File: src/rtl/cam_pkg.sv
// Shared constants and state encoding for the OV7670 capture front end.
package cam_pkg;

    localparam int CAM_WIDTH  = 176;
    localparam int CAM_HEIGHT = 144;
    localparam int CAM_ADDR_W = 15;

    localparam logic [7:0] RGB332_BLACK = 8'h00;
    localparam logic [7:0] RGB332_RED   = 8'hE0;
    localparam logic [7:0] RGB332_GREEN = 8'h1C;
    localparam logic [7:0] RGB332_BLUE  = 8'h03;
    localparam logic [7:0] RGB332_WHITE = 8'hFF;

    typedef enum logic [2:0] {
        ST_WAIT_VS = 3'd0,
        ST_VBLANK  = 3'd1,
        ST_HBLANK  = 3'd2,
        ST_BYTE0   = 3'd3,
        ST_BYTE1   = 3'd4
    } cam_state_e;

endpackage

File: src/rtl/cam_sync.sv
// Two-flop synchronizer bank for the camera pins, followed by one aligned stage
// that also carries the registered PCLK rising-edge flag.
module cam_sync (
    input  logic       clk_i,
    input  logic       rst_i,
    input  logic       pclk_i,
    input  logic       href_i,
    input  logic       vsync_i,
    input  logic [7:0] d_i,
    output logic       pclk_rise_o,
    output logic       href_o,
    output logic       vsync_o,
    output logic [7:0] d_o
);

    logic [10:0] meta_q;
    logic [10:0] sync_q;
    logic        pclk_prev_q;
    logic        rise_q;
    logic        href_q;
    logic        vsync_q;
    logic [7:0]  d_q;

    // All pins share the same flop chain so HREF/VSYNC/D stay aligned with PCLK.
    always_ff @(posedge clk_i or posedge rst_i) begin
        if (rst_i) begin
            meta_q      <= '0;
            sync_q      <= '0;
            pclk_prev_q <= 1'b0;
            rise_q      <= 1'b0;
            href_q      <= 1'b0;
            vsync_q     <= 1'b0;
            d_q         <= '0;
        end else begin
            meta_q      <= {pclk_i, href_i, vsync_i, d_i};
            sync_q      <= meta_q;
            pclk_prev_q <= sync_q[10];
            rise_q      <= sync_q[10] & ~pclk_prev_q;
            href_q      <= sync_q[9];
            vsync_q     <= sync_q[8];
            d_q         <= sync_q[7:0];
        end
    end

    assign pclk_rise_o = rise_q;
    assign href_o      = href_q;
    assign vsync_o     = vsync_q;
    assign d_o         = d_q;

endmodule

File: src/rtl/ov7670_capture.sv
// OV7670 RGB565 capture: packs each pixel to RGB332 and writes it into a
// WIDTH x HEIGHT frame buffer, pulsing FRAME_DONE when a stored frame ends.
module ov7670_capture
    import cam_pkg::*;
#(
    parameter int WIDTH  = CAM_WIDTH,
    parameter int HEIGHT = CAM_HEIGHT,
    parameter int ADDR_W = CAM_ADDR_W
) (
    input  logic              CLK,
    input  logic              RESET,
    input  logic              ENABLE,
    input  logic              CAM_PCLK,
    input  logic              CAM_HREF,
    input  logic              CAM_VSYNC,
    input  logic [7:0]        CAM_D,
    output logic [ADDR_W-1:0] W_ADDR,
    output logic [7:0]        W_DATA,
    output logic              W_EN,
    output logic              FRAME_DONE,
    output logic              BUSY,
    output cam_state_e        DBG_STATE
);

    localparam int COL_W = $clog2(WIDTH + 1);
    localparam int ROW_W = $clog2(HEIGHT + 1);
    localparam logic [COL_W-1:0]  WIDTH_C  = COL_W'(WIDTH);
    localparam logic [ROW_W-1:0]  HEIGHT_C = ROW_W'(HEIGHT);
    localparam logic [ADDR_W-1:0] WIDTH_A  = ADDR_W'(WIDTH);

    logic       pclk_rise;
    logic       href_s;
    logic       vsync_s;
    logic [7:0] d_s;

    cam_sync u_sync (
        .clk_i       (CLK),
        .rst_i       (RESET),
        .pclk_i      (CAM_PCLK),
        .href_i      (CAM_HREF),
        .vsync_i     (CAM_VSYNC),
        .d_i         (CAM_D),
        .pclk_rise_o (pclk_rise),
        .href_o      (href_s),
        .vsync_o     (vsync_s),
        .d_o         (d_s)
    );

    cam_state_e        state_q;
    logic [COL_W-1:0]  col_q;
    logic [ROW_W-1:0]  row_q;
    logic [ADDR_W-1:0] line_base_q;
    logic [5:0]        byte0_q;
    logic              armed_q;
    logic              vs_prev_q;
    logic [ADDR_W-1:0] w_addr_q;
    logic [7:0]        w_data_q;
    logic              w_en_q;
    logic              frame_done_q;
    logic              busy_q;

    logic [ADDR_W-1:0] w_addr_d;
    logic              pix_in_range;
    logic              line_has_px;
    logic              row_in_range;

    assign w_addr_d     = line_base_q + ADDR_W'(col_q);
    assign row_in_range = (row_q < HEIGHT_C);
    assign pix_in_range = (col_q < WIDTH_C) && row_in_range;
    assign line_has_px  = (col_q != '0);

    // W_EN is a single-CLK strobe; W_ADDR/W_DATA are valid in that cycle and held otherwise.
    always_ff @(posedge CLK or posedge RESET) begin
        if (RESET) begin
            state_q      <= ST_WAIT_VS;
            col_q        <= '0;
            row_q        <= '0;
            line_base_q  <= '0;
            byte0_q      <= '0;
            armed_q      <= 1'b0;
            vs_prev_q    <= 1'b0;
            w_addr_q     <= '0;
            w_data_q     <= '0;
            w_en_q       <= 1'b0;
            frame_done_q <= 1'b0;
            busy_q       <= 1'b0;
        end else begin
            w_en_q       <= 1'b0;
            frame_done_q <= 1'b0;
            if (pclk_rise) begin
                vs_prev_q <= vsync_s;
                if (state_q == ST_WAIT_VS) begin
                    if (vsync_s) begin
                        state_q <= ST_VBLANK;
                        armed_q <= ENABLE;
                    end
                end else if (vsync_s) begin
                    state_q     <= ST_VBLANK;
                    col_q       <= '0;
                    row_q       <= '0;
                    line_base_q <= '0;
                    w_addr_q    <= '0;
                    busy_q      <= 1'b0;
                    // Arm decision and frame completion are taken once, on the VSYNC edge.
                    if (!vs_prev_q) begin
                        armed_q      <= ENABLE;
                        frame_done_q <= armed_q && (row_q != '0);
                    end
                end else begin
                    case (state_q)
                        ST_VBLANK: begin
                            if (armed_q) begin
                                state_q <= ST_HBLANK;
                                busy_q  <= 1'b1;
                            end
                        end
                        ST_HBLANK, ST_BYTE0: begin
                            if (href_s) begin
                                byte0_q <= {d_s[7:5], d_s[2:0]};
                                state_q <= ST_BYTE1;
                            end else begin
                                state_q <= ST_HBLANK;
                                if (line_has_px) begin
                                    col_q <= '0;
                                    if (row_in_range) begin
                                        row_q       <= row_q + 1'b1;
                                        line_base_q <= line_base_q + WIDTH_A;
                                    end
                                end
                            end
                        end
                        ST_BYTE1: begin
                            if (href_s) begin
                                state_q <= ST_BYTE0;
                                if (pix_in_range) begin
                                    w_addr_q <= w_addr_d;
                                    w_data_q <= {byte0_q, d_s[4:3]};
                                    w_en_q   <= 1'b1;
                                    col_q    <= col_q + 1'b1;
                                end
                            end else begin
                                // Line ended on an odd byte: the half pixel is dropped.
                                state_q <= ST_HBLANK;
                                if (line_has_px) begin
                                    col_q <= '0;
                                    if (row_in_range) begin
                                        row_q       <= row_q + 1'b1;
                                        line_base_q <= line_base_q + WIDTH_A;
                                    end
                                end
                            end
                        end
                        default: state_q <= ST_WAIT_VS;
                    endcase
                end
            end
        end
    end

    assign W_ADDR     = w_addr_q;
    assign W_DATA     = w_data_q;
    assign W_EN       = w_en_q;
    assign FRAME_DONE = frame_done_q;
    assign BUSY       = busy_q;
    assign DBG_STATE  = state_q;

endmodule

File: config.mk
export PLATFORM = sky130hd
export DESIGN_NAME = ov7670_capture
export DESIGN_NICKNAME = d
export VERILOG_FILES = /design/src/rtl/cam_pkg.sv /design/src/rtl/cam_sync.sv /design/src/rtl/ov7670_capture.sv
export SDC_FILE = /design/constraint.sdc
export NUM_CORES = 1
export LEC_CHECK = 0
export CAP_MARGIN = 10
export CORE_ASPECT_RATIO = 0.5
export CORE_MARGIN = 2
export CORE_UTILIZATION = 40
export CTS_BUF_LIST = sky130_fd_sc_hd__clkbuf_4
export CTS_CLUSTER_DIAMETER = 30
export CTS_CLUSTER_SIZE = 12
export DETAILED_ROUTE_END_ITERATION = 6
export GPL_TIMING_DRIVEN = 0
export SETUP_SLACK_MARGIN = 0.3
export SLEW_MARGIN = 20
export SYNTH_ARGS = -nofsm -noshare
export SYNTH_HDL_FRONTEND = slang
export SYNTH_SLANG_ARGS = --single-unit
export TNS_END_PERCENT = 5
File: constraint.sdc
create_clock -name CLK -period 5.7 [get_ports CLK]
set_input_delay 1.14 -clock CLK [delete_from_list [all_inputs] [get_ports CLK]]
set_output_delay 1.14 -clock CLK [all_outputs]
set_load 0.02 [all_outputs]
* Word level (Yosys, flattened, before mapping)
Index checks and enable logic that the tools add are counted.
** Operators by class
- Mux-type cells :: 44
- Reductions and logical operators :: 24
- Bitwise logic cells :: 4
- $add $sub $neg :: 4
- Magnitude comparators :: 2
- Equality and inequality tests :: 10
** Operators with widths (count)
- 2-to-1 mux 15 bit :: 9
- 2-to-1 mux 8 bit :: 10
- 2-to-1 mux 1 bit :: 18
- adder 8 x 1 -> 8 bit (second input constant) :: 2
- < comparator 8 bit (second input constant) :: 2
- one-hot mux 8 bit (2 select lines) :: 1
- nonzero test 2 bit :: 8
- nonzero test 8 bit :: 2
- adder 15 x 8 -> 15 bit :: 1
- adder 15 x 8 -> 15 bit (second input constant) :: 1
- 2-to-1 mux 3 bit :: 5
- AND reduction 5 bit :: 3
- AND reduction 6 bit :: 2
- one-hot mux 3 bit (3 select lines) :: 1
- == test 3 x 2 -> 1 bit (second input constant) :: 2
- AND reduction 3 bit :: 2
- inequality test 2 x 1 -> 1 bit (second input constant) :: 2
- inequality test 4 bit (second input constant) :: 1
- AND reduction 4 bit :: 1
- == test 3 x 1 -> 1 bit (second input constant) :: 1
- == test 3 bit (second input constant) :: 1
- logical NOT 3 bit :: 1
- inequality test 3 x 2 -> 1 bit (second input constant) :: 1
- inequality test 3 bit (second input constant) :: 1
- other kinds (7) :: 10
** Storage, ports and cells
- Bits of input ports :: 14
- Flip-flop bits (word level) :: 102
- Logic and storage cells :: 107

* Logic depth before layout (Yosys ltp)
Gate-level depths: netlist of the first run.
- Depth in word-level cells :: 8
- Gate-level depth with buffers :: 8
- Mapped depth without buffers :: 7

* By module
Synthesis of the first run repeated with hierarchy kept, for this count alone.
** Second synthesis, totals
- Cells, all modules :: 356
- Area, all modules :: 4221.5 um2
** Modules (own cells, without submodules)
- ov7670_capture :: area each 3353.2 um2, times used 1, seq. area each 1601.5 um2, cells each 320
- cam_sync :: area each 868.3 um2, times used 1, seq. area each 850.8 um2, cells each 36

* Worst setup path before layout of the first run
OpenSTA, ideal clock, no wires.
- Path kind :: register -> register
- Start :: register state_q[1] (netlist: DBG_STATE[1])
- End :: register line_base_q[14]
- Data required time :: 5.634 ns
- Setup time :: 0.066 ns
- Arrival :: 1.765 ns
- Setup slack :: 3.869 ns
- Stages on the path, launching flop included :: 6
- Period minus slack after synthesis :: 1.831 ns
- Cell sequence :: dfrtp_1 buf_2 or3_1 and3_4 or4_1 nand2_1
** On the way
- Word-level cells in the longest chain between the ends :: 4
- Elaborated cells between the ends (all ways) :: 8
- Classes of those cells :: eq/ne: 3; bitwise: 1; reduce/logical: 4
** RTL lines
- from (decl) :: RTL line ov7670_capture.sv:49 : cam_state_e state_q;
- from (signal assigned) :: RTL line ov7670_capture.sv:75 : state_q <= ST_WAIT_VS;
- from (signal assigned) :: RTL line ov7670_capture.sv:94 : state_q <= ST_VBLANK;
- from (signal assigned) :: RTL line ov7670_capture.sv:98 : state_q <= ST_VBLANK;
- == test 3 bit or == test 3 x 2 -> 1 bit (tied branches) :: RTL line ov7670_capture.sv:110 : case (state_q)
- OR reduction 3 bit (no source line)
- nonzero test 2 bit (no source line)
- AND reduction 6 bit (no source line) *
- to (signal assigned) :: RTL line ov7670_capture.sv:127 : line_base_q <= line_base_q + WIDTH_A;
- to (signal assigned) :: RTL line ov7670_capture.sv:148 : line_base_q <= line_base_q + WIDTH_A;
- to (decl) :: RTL line ov7670_capture.sv:52 : logic [ADDR_W-1:0] line_base_q;
Every way passes the cells marked *; elsewhere a longest branch is shown, timed or not.
A chain may end at the register's enable or synchronous reset.

* Worst setup path in the final report of the first run
- Start :: register w_data_q[5] (netlist: W_DATA[5])
- End :: output port W_DATA[5]
** RTL lines
- from (decl) :: RTL line ov7670_capture.sv:57 : logic [7:0] w_data_q;
- from (signal assigned) :: RTL line ov7670_capture.sv:137 : w_data_q <= {byte0_q, d_s[4:3]};
- to (decl) :: RTL line ov7670_capture.sv:18 : output logic [7:0] W_DATA,
No word-level cell between the ends.

==> summary.md, run 1 <==
| Metric | Value |
|---|---|
| Outcome | complete, no violations |
| RR Startpoint | col_q[5]$_DFFE_PP0P_ |
| Crit path cell chain | clkdlybuf4s50_1 |
| Die area | 11570 µm² |
| Detailed Route WL | 8517 µm |
| Place WS | 3.508 ns |
| Critical Path End Type | output port |
| Io pins | 43 |
| Synth async-reset ratio | 100.0% |
| Initial antenna violation count | 0 |
| Post-CTS Hold Buffers | 0 |
| Reg2Reg Depth | 6 |
| Period utilization | 46.11% |
| Die X | 150.1 µm |
| GRT Util Overall | 16.20% |
| GRT met2 Usage | 25.57% |
| Post-DP HPWL | 6228 µm |
| Crit path DAT | 1.49 ns |
| CP Buf/Inv Count | 1 |
| Slowest stage delay, CP | 0.62 ns |
| TritonRoute pass-1 iters | 4 |
| Share of cells above drive strength 1 | 11.66% |
| Multi-input logic area | 1670 µm² |
| Hold Vio Cnt, Final | 0 |
| Number of cell rows | 26 |
| Clock H-tree levels | 3 |
| Clock slew at reported path FFs | 0.17 ns |
| Final instance area | 5041 µm² |
| Maxcap violations | 0 |
| CTS tree | yes |
| Max IR drop VDD | 0.09510 mV |
| Vias in the first global route | 2958 |
| Post-DR vias/cell | 5.261 |
| Worst hold-check path type | reg -> reg |
| Slack of the critical path | 3.072 ns |
| Min Tclk post-route | 2.628 ns |
| Unrepaired setup endpoints after global routing | false |
| Pins Over Slew Limit | 0 |
| Register bit count reported by yosys | 98 |
| Critical Path Source | W_DATA[5]$_DFFE_PP0P_ |
| Slew HR | 61.72% |
| FF+latch area | 2452 µm² |
| NumNets Final | 448 |
| Ys flop type | dfrtp_1 |
| Most frequent cells in the layout | 98 x dfrtp_1, 42 x clkdlybuf4s50_1, 39 x nand2_1 |
| Clock skew | 0.01274 ns |
| Worst setup path end | W_DATA[5] |
| Cts repair resizes | 0 |
| Met1 Usage GRT | 22.03% |
| Worst-margin pin slew | 0.5708 ns |
| CP delay by family, top | buffers and inverters |
| Pwr dens | 300.4 nW/µm² |
| Final Setup Violations | 0 |
| Syn Std Cell Area | 4269 µm² |
| Worst skew pair latency | 0.45 ns |
| Wire per inst | 14.94 µm |
| DR iter-0 viols | 115 |
| DR vias | 2999 |
| Stages on worst setup path | 1 |
| Height of the die | 77.05 µm |
| Largest net degree at the start of global routing | 58 |
| Mapped Cells | 370 |
| Post-route setup TNS | 0 ns |
| Initial Util | 41.53% |
| First-pass GRT wire length | 14670 µm |
| CP max FO | 2 |
| Met3 GRT Util | 4.405% |
| Final Wtd Congestion | 0.8227 |
| # port buffers | 42 |
| Number of synthesized flops with an enable pin | 0 |
| Fmax | 0.3805 GHz |
| Reg-to-Reg End | W_ADDR[10]$_DFFE_PP0P_ |
| Startpoint types | flop |
| Root buf cell | clkbuf_4 |
| CP max-delay cell | clkdlybuf4s50_1 |
| Number of CTS-inserted buffers | 9 |
| R2R setup slack | 3.61 ns |
| Post-DP Area | 4897 µm² |
| Area Growth Syn to Fin | 18.08% |
| Top Usage Layer GRT | met2 |
| Layout fillers | 941 |
| Critical path class | reg -> out |
| Netlist cell types | 58 |
| Grt total ovfl | 0 |
| Synthesized Nets | 394 |
| Leak | 0.002234 µW |
| CTS sink count | 98 |
| Mean cell area of the mapped netlist | 11.54 µm² |
| Sequential share of the synthesized area | 57.44% |
| Clock buffer depth | 2 |
| DR DRC count | 0 |
| Synth Warn # | 0 |
| Critical Path RT | 4.56 ns |
| Core Box Area | 10280 µm² |
| Routed Antenna Nets | 0 |
| Most common cell after layout, fill and taps aside | dfrtp_1 |
| Setup bufs post-CTS | 0 |
==> where the power goes <==
part | internal, µW | switching [µW]
combinational | 147 | 189
clock | 106 | 258
sequential | 762 | 52.7
==> metal layers <==
metal,vias up,share of wire (%)
met5,-,0
met4,0,1.1
met3,8,3.5
met2,54,48
met1,1504,48
li1,1433,-
==> cell type report <==
type                    count  share of cell area [%]
plain buffers              16                   1.862
well taps                 140                   3.475
inverters                  14                   1.142
clock inverters             7                   1.464
multi-input cells         242                   33.13
diodes                      1                 0.04964
repair buffers             43                   8.886
flip-flops and latches     98                   48.65
clock buffers               9                   1.340
==> synthesized netlist by cell type (all sizes together), types with 5 or more instances <==
cell type,number,area [µm²]
a31oi,5,46.29
o21ai,20,103.9
a21oi,17,88.84
mux2,7,78.83
clkbuf,5,18.77
inv,14,52.55
and3,5,36.28
xnor2,8,70.07
o31ai,5,42.54
nand3,14,70.07
o21a,6,45.04
ha,10,125.1
nand2,39,146.4
dfrtp,98,2452
nand2b,5,31.28
xor2,8,70.07
or3,12,75.07
buf,11,75.06
a22o,12,105.1
nor2,16,60.06
==> worst min path at each step <==
stage,depth (start not counted),to,from
floorplan,0,u_sync.d_o[0]$_DFF_PP0_,u_sync.sync_q[0]$_DFF_PP0_
global placement,0,u_sync.d_o[1]$_DFF_PP0_,u_sync.sync_q[1]$_DFF_PP0_
detailed placement,0,u_sync.d_o[0]$_DFF_PP0_,u_sync.sync_q[0]$_DFF_PP0_
CTS,0,u_sync.sync_q[6]$_DFF_PP0_,u_sync.meta_q[6]$_DFF_PP0_
global route,0,u_sync.sync_q[6]$_DFF_PP0_,u_sync.meta_q[6]$_DFF_PP0_
finish,0,u_sync.sync_q[6]$_DFF_PP0_,u_sync.meta_q[6]$_DFF_PP0_
==> kinds of logic (layout without fill, tap and decap cells) <==
| logic type | Yosys count | after routing | share of synthesized area (%) |
|---|---|---|---|
| AO/OA/AOI/OAI | 91 | 91 | 16.27 |
| buffers and inverters | 30 | 89 | 3.429 |
| AND/OR/NAND/NOR | 115 | 115 | 14.24 |
| multiplexers | 9 | 9 | 2.315 |
| adder cells (fa/ha/maj) | 10 | 10 | 2.931 |
| flip-flops | 98 | 98 | 57.44 |
| other | 1 | 2 | 0.08784 |
| XOR/XNOR | 16 | 16 | 3.283 |
==> worst register-to-register path, cell delays in order, from the launching register on <==
cell,delay [ns]
dfrtp_1,0.52
ha_1,0.42
a2111oi_0,0.34
o21ai_0,0.28
nand4_1,0.19
xor2_1,0.17
o2bb2ai_1,0.08
==> stage by stage <==
stage	hold slack (ns)	total power, µW	utilization (%)	instances
floorplan	0.3312	1058	-	370
CTS	0.3557	1537	49.01	569
global route	0.3431	1617	49.01	569
detailed placement	0.3347	1166	47.64	553
global placement	0.3311	1147	47.32	552
finish	0.3592	1515	49.04	570
==> state kept, by name, summed over array words and instances (netlist names), 3 cells and up <==
name	count
col_q	8
DBG_STATE	3
line_base_q	11
W_DATA	8
row_q	8
u_sync.meta_q	11
byte0_q	6
u_sync.sync_q	11
u_sync.d_o	8
W_ADDR	15
No activity file was read; power rests on OpenSTA's default activity.
==> run 2, diff against run 1 <==
==> constraint.sdc (replaced) <==
create_clock -name CLK -period 2.3 [get_ports CLK]
set_input_delay 0.46 -clock CLK [delete_from_list [all_inputs] [get_ports CLK]]
set_output_delay 0.46 -clock CLK [all_outputs]
set_load 0.02 [all_outputs]
==> run 2 against run 1 <==
  * Combinational power rose to 2.6 times the previous value
  * Critical path depth rose by 5
  * Setup slack worse by 2.8 ns
  * Die area did not move
  * Power is 150% higher
  * Utilization grew 0.88 points
==> summary.md, run 2 (same netlist as run 1, synthesis figures left out) <==
| Metric | Value |
|---|---|
| Most frequent cells in the layout | 96 x dfrtp_1, 42 x clkdlybuf4s50_1, 39 x nand2_1 |
| DR iter-0 viols | 118 |
| Io pins | 43 |
| Period utilization | 86.17% |
| Initial Util | 41.53% |
| Critical path class | reg -> reg |
| Hold_ws | 0.3605 ns |
| Clock H-tree levels | 3 |
| Detailed Route WL | 8665 µm |
| Hold Vio Cnt, Final | 0 |
| Largest net degree at the start of global routing | 36 |
| Startpoint types | flop |
| Worst-margin pin slew | 0.6821 ns |
| Number of cell rows | 26 |
| Pins Over Slew Limit | 0 |
| Area Growth Syn to Fin | 20.19% |
| Slew HR | 54.43% |
| DR DRC count | 0 |
| Pwr dens | 736.8 nW/µm² |
| NumNets Final | 451 |
| Slack of the critical path | 0.3180 ns |
| Most common cell after layout, fill and taps aside | dfrtp_1 |
| # port buffers | 42 |
| Leak | 0.002238 µW |
| Clock slew at reported path FFs | 0.17 ns |
| Max reg flops | 15 |
| Worst hold-check path type | reg -> reg |
| Max IR drop VDD | 0.2725 mV |
| Power, Total | 3781 µW |
| Routed Antenna Nets | 0 |
| TritonRoute pass-1 iters | 4 |
| Diode count | 0 |
| Fmax | 0.5045 GHz |
| Place WS | 0.2232 ns |
| Worst skew pair latency | 0.48 ns |
| DR vias | 3007 |
| CP max FO | 6 |
| Min Tclk post-route | 1.982 ns |
| Maxcap violations | 0 |
| Height of the die | 77.05 µm |
| Root buf cell | clkbuf_4 |
| CTS tree | yes |
| Outcome | complete, no violations |
| Final Setup Violations | 0 |
| Post-DP HPWL | 6146 µm |
| Number of CTS-inserted buffers | 9 |
| CTS sink count | 98 |
| Clock buffer depth | 2 |
| Die area | 11570 µm² |
| Clock skew | 0.01684 ns |
| Unrepaired setup endpoints after global routing | true |
| Grt total ovfl | 0 |
| GRT Util Overall | 16.29% |
| Crit path DAT | 2.40 ns |
| Wire per inst | 15.15 µm |
| Final Wtd Congestion | 0.8220 |
| Share of cells above drive strength 1 | 14.12% |
| Initial antenna violation count | 0 |
| Core Box Area | 10280 µm² |
| Critical Path RT | 2.72 ns |
| Post-DR vias/cell | 5.257 |
| Critical Path End Type | flop |
| First-pass GRT wire length | 14710 µm |
| Die X | 150.1 µm |
| Vias in the first global route | 3006 |
[run 2: cell types whose count changed in the layout (fill, tap and decap cells not counted), sizes merged]
cell	previous run	this run
buf	12	15
clkinv	1	3
clkinvlp	0	2
diode	1	0
inv	20	16
[run 2: final cells by class]
cell class              count  area (µm²)
fillers                   942        5149
flip-flops and latches     98        2455
multi-input cells         242        1723
repair buffers             46       475.5
well taps                 140       175.2
plain buffers              16       103.9
clock inverters             7       75.07
clock buffers               9       67.56
inverters                  14       56.30
[run 2: stage by stage]
step	instances	TNS, ns	instance area, µm²	util [%]
global route	572	0	5131	49.91
detailed placement	554	0	4908	47.75
finish	572	0	5131	49.91
CTS	570	0	5055	49.17
floorplan	370	0	4273	-
global placement	552	-24.11	4868	47.36
[run 2: layer usage]
| metal | wire length, µm | up-vias | track usage, % | share of wire [%] |
|---|---|---|---|---|
| met3 | 402 | 13 | 5.893 | 4.6 |
| met5 | 0 | - | 0 | 0 |
| met4 | 157 | 0 | 4.811 | 1.8 |
| met2 | 3981 | 61 | 24.52 | 46 |
| met1 | 4124 | 1501 | 22.14 | 48 |
| li1 | - | 1432 | - | - |
[run 2: critical path, stage by stage (launching register included)]
cell	delay, ns
dfrtp_1	0.45
o31a_1	0.41
a31oi_4	0.25
buf_4	0.16
o2111ai_4	0.16
or3_1	0.36
a21oi_1	0.14
[run 2: final timing paths]
check / from / end / slack (ns) / cells past startpoint
min in group asynchronous: RESET / u_sync.sync_q[2]$_DFF_PP0_ / 0.40 / 2
hold / removal: u_sync.meta_q[8]$_DFF_PP0_ / u_sync.sync_q[8]$_DFF_PP0_ / 0.36 / 0
setup reg to reg: row_q[6]$_DFFE_PP0P_ / line_base_q[9]$_DFFE_PP0P_ / 0.32 / 6
max in group asynchronous: RESET / col_q[5]$_DFFE_PP0P_ / 1.28 / 3
hold reg to reg: u_sync.meta_q[8]$_DFF_PP0_ / u_sync.sync_q[8]$_DFF_PP0_ / 0.36 / 0
setup / recovery: row_q[6]$_DFFE_PP0P_ / line_base_q[9]$_DFFE_PP0P_ / 0.32 / 6
[run 2: timing repair]
action | 4_1_cts | 5_1_grt
resized for setup | 2 | 16
setup endpoints to repair | 12 | 50
pin swaps | 0 | 2
buffers inserted | 0 | 2
hold buffers | 0 | 0
[run 2: where the power goes]
group / switching [µW] / internal [µW]
Combinational: 484 / 374
Sequential: 133 / 1890
Clock: 648 / 253
Total: 1270 / 2510
==> run 3, diff against run 2 <==
--- a/config.mk
+++ b/config.mk
@@ -14,6 +14,7 @@
 export CTS_CLUSTER_SIZE = 12
 export DETAILED_ROUTE_END_ITERATION = 6
 export GPL_TIMING_DRIVEN = 0
+export REMOVE_ABC_BUFFERS = 1
 export SETUP_SLACK_MARGIN = 0.3
 export SLEW_MARGIN = 20
 export SYNTH_ARGS = -nofsm -noshare
==> run 3 against run 2 <==
  * Hold slack got worse by 0.0051 ns
  * Clock skew fell by 0.0070 ns
  * Cell area rose by 0.15%
  * Register-to-register slack lost 0.03 ns
  * Critical endpoint is now DBG_STATE[2]
==> summary.md, run 3 (same netlist as run 1, synthesis figures left out) <==
| Metric | Value |
|---|---|
| Post-DP Area | 4803 µm² |
| Detailed Route WL | 8491 µm |
| Clock buffer depth | 2 |
| DR iter-0 viols | 179 |
| CP max FO | 8 |
| Reg-to-Reg End | W_ADDR[4]$_DFFE_PP0P_ |
| Clock H-tree levels | 3 |
| FF+latch area | 2464 µm² |
| Critical Path RT | 1.84 ns |
| DR vias | 3016 |
| Diode count | 0 |
| Clock skew | 0.009863 ns |
| Final Wtd Congestion | 0.8457 |
| Max reg flops | 15 |
| Fmax | 0.4940 GHz |
| Vias in the first global route | 2859 |
| CP Buf/Inv Count | 1 |
| Max IR drop VDD | 0.2727 mV |
| # port buffers | 42 |
| Critical Path End Type | output port |
| Core Box Area | 10280 µm² |
| Worst setup path end | DBG_STATE[2] |
| Most common cell after layout, fill and taps aside | dfrtp_1 |
| NumNets Final | 449 |
| Height of the die | 77.05 µm |
| Most frequent cells in the layout | 91 x dfrtp_1, 41 x clkdlybuf4s50_1, 39 x nand2_1 |
| Slowest stage delay, CP | 0.63 ns |
| Min Tclk post-route | 2.024 ns |
| Maxcap violations | 0 |
| Largest net degree at the start of global routing | 58 |
| Root buf cell | clkbuf_4 |
| Routed Antenna Nets | 0 |
| Die area | 11570 µm² |
| CP delay by family, top | buffers and inverters |
| Final Setup Violations | 0 |
| Io pins | 43 |
| Initial antenna violation count | 0 |
| Layout fillers | 938 |
| Initial Util | 41.53% |
| DR DRC count | 0 |
| CTS sink count | 98 |
| First-pass GRT wire length | 13770 µm |
| Wire per inst | 14.90 µm |
| Unrepaired setup endpoints after global routing | true |
| Slew HR | 61.87% |
| Clock slew at reported path FFs | 0.16 ns |
| Area Growth Syn to Fin | 20.37% |
| Post-DR vias/cell | 5.291 |
| Worst skew pair latency | 0.47 ns |
| Period utilization | 88.02% |
| RR Startpoint | row_q[6]$_DFFE_PP0P_ |
| Leak | 0.002251 µW |
| Crit path cell chain | clkdlybuf4s50_1 |
| CP max-delay cell | clkdlybuf4s50_1 |
| TritonRoute pass-1 iters | 4 |
| Worst hold-check path type | in -> async |
| Die X | 150.1 µm |
| R2R setup slack | 0.29 ns |
| Outcome | complete, no violations |
| GRT Util Overall | 15.26% |
| Multi-input logic area | 1734 µm² |
| Stages on worst setup path | 1 |
| Number of cell rows | 26 |
| Hold_ws | 0.3555 ns |
| Crit path DAT | 1.56 ns |
| Number of CTS-inserted buffers | 9 |
| Pwr dens | 748.0 nW/µm² |
| Post-DP HPWL | 5530 µm |
| Critical path class | reg -> out |
| Hold Vio Cnt, Final | 0 |
| Reg2Reg Depth | 6 |
| Share of cells above drive strength 1 | 15.58% |
| Startpoint types | flop |
| Final instance area | 5139 µm² |
| Grt total ovfl | 0 |
| Pins Over Slew Limit | 0 |
| CTS tree | yes |
| Critical Path Source | DBG_STATE[2]$_DFFE_PP0P_ |
| Worst-margin pin slew | 0.5686 ns |
-- run 3: cell types whose count changed in the layout (fill, tap and decap cells not counted), moves of 3 or more --
cell / delta
clkbuf_1: -5
dfrtp_2: +4
dfrtp_1: -5
buf_4: +7
buf_6: -3
inv_8: +3
-- run 3: cell type report --
class	instances	share of cell area [%]
Sequential cell	98	47.94
Multi-Input combinational cell	244	33.75
Timing Repair Buffer	58	11.13
Tap cell	140	3.409
Clock inverter	7	1.339
Clock buffer	9	1.315
Inverter	14	1.120
-- run 3: repair_timing --
| item | CTS | global route |
|---|---|---|
| hold buffers | 0 | 0 |
| cloned | 0 | 2 |
| hold endpoints to repair | 0 | 0 |
| pin swaps | 0 | 3 |
| gates resized for setup | 10 | 8 |
| setup buffers | 3 | 12 |
| setup endpoints to repair | 53 | 54 |
-- run 3: worst register-to-register path, stage by stage, from the launching register on --
cell and delay, ns:
dfrtp_1 0.45, o31a_1 0.38, buf_4 0.16, a21o_1 0.25, nor2_1 0.22, o21ai_4 0.17, a22o_1 0.27
-- run 3: how the worst min path moves through the flow --
stage                                             to  depth (start not counted)  slack [ns]
final                     u_sync.sync_q[8]$_DFF_PP0_                          2        0.36
after global routing      u_sync.meta_q[4]$_DFF_PP0_                          1        0.34
after CTS                 u_sync.sync_q[9]$_DFF_PP0_                          2        0.34
after detailed placement     u_sync.d_o[3]$_DFF_PP0_                          0        0.33
after global placement       u_sync.d_o[1]$_DFF_PP0_                          0        0.33
after floorplan              u_sync.d_o[0]$_DFF_PP0_                          0        0.33
-- run 3: power by group --
part / internal, µW / switching (µW) / total (µW)
combinational: 422 / 459 / 882
clock: 255 / 638 / 893
sequential: 1890 / 177 / 2070
-- run 3: metal layers --
| layer | GRT usage (%) | vias to the layer above | share of wire (%) |
|---|---|---|---|
| met4 | 6.132 | 0 | 1.8 |
| li1 | - | 1443 | - |
| met2 | 24.25 | 65 | 47 |
| met5 | 0 | - | 0 |
| met3 | 4.702 | 14 | 4.7 |
| met1 | 19.55 | 1494 | 46 |
-- run 3: per-stage QoR --
step | cells | total power, µW | TNS, ns | setup slack, ns | util [%]
after floorplan | 354 | 2587 | -70.76 | -0.7221 | -
after global placement | 536 | 2802 | -202.53 | -2.069 | 46.41
after detailed placement | 537 | 2846 | -1.928 | -0.1176 | 46.73
after CTS | 556 | 3794 | 0 | 0.1938 | 48.45
after global routing | 570 | 4092 | 0 | 0.1876 | 49.99
final | 570 | 3844 | 0 | 0.2756 | 49.99
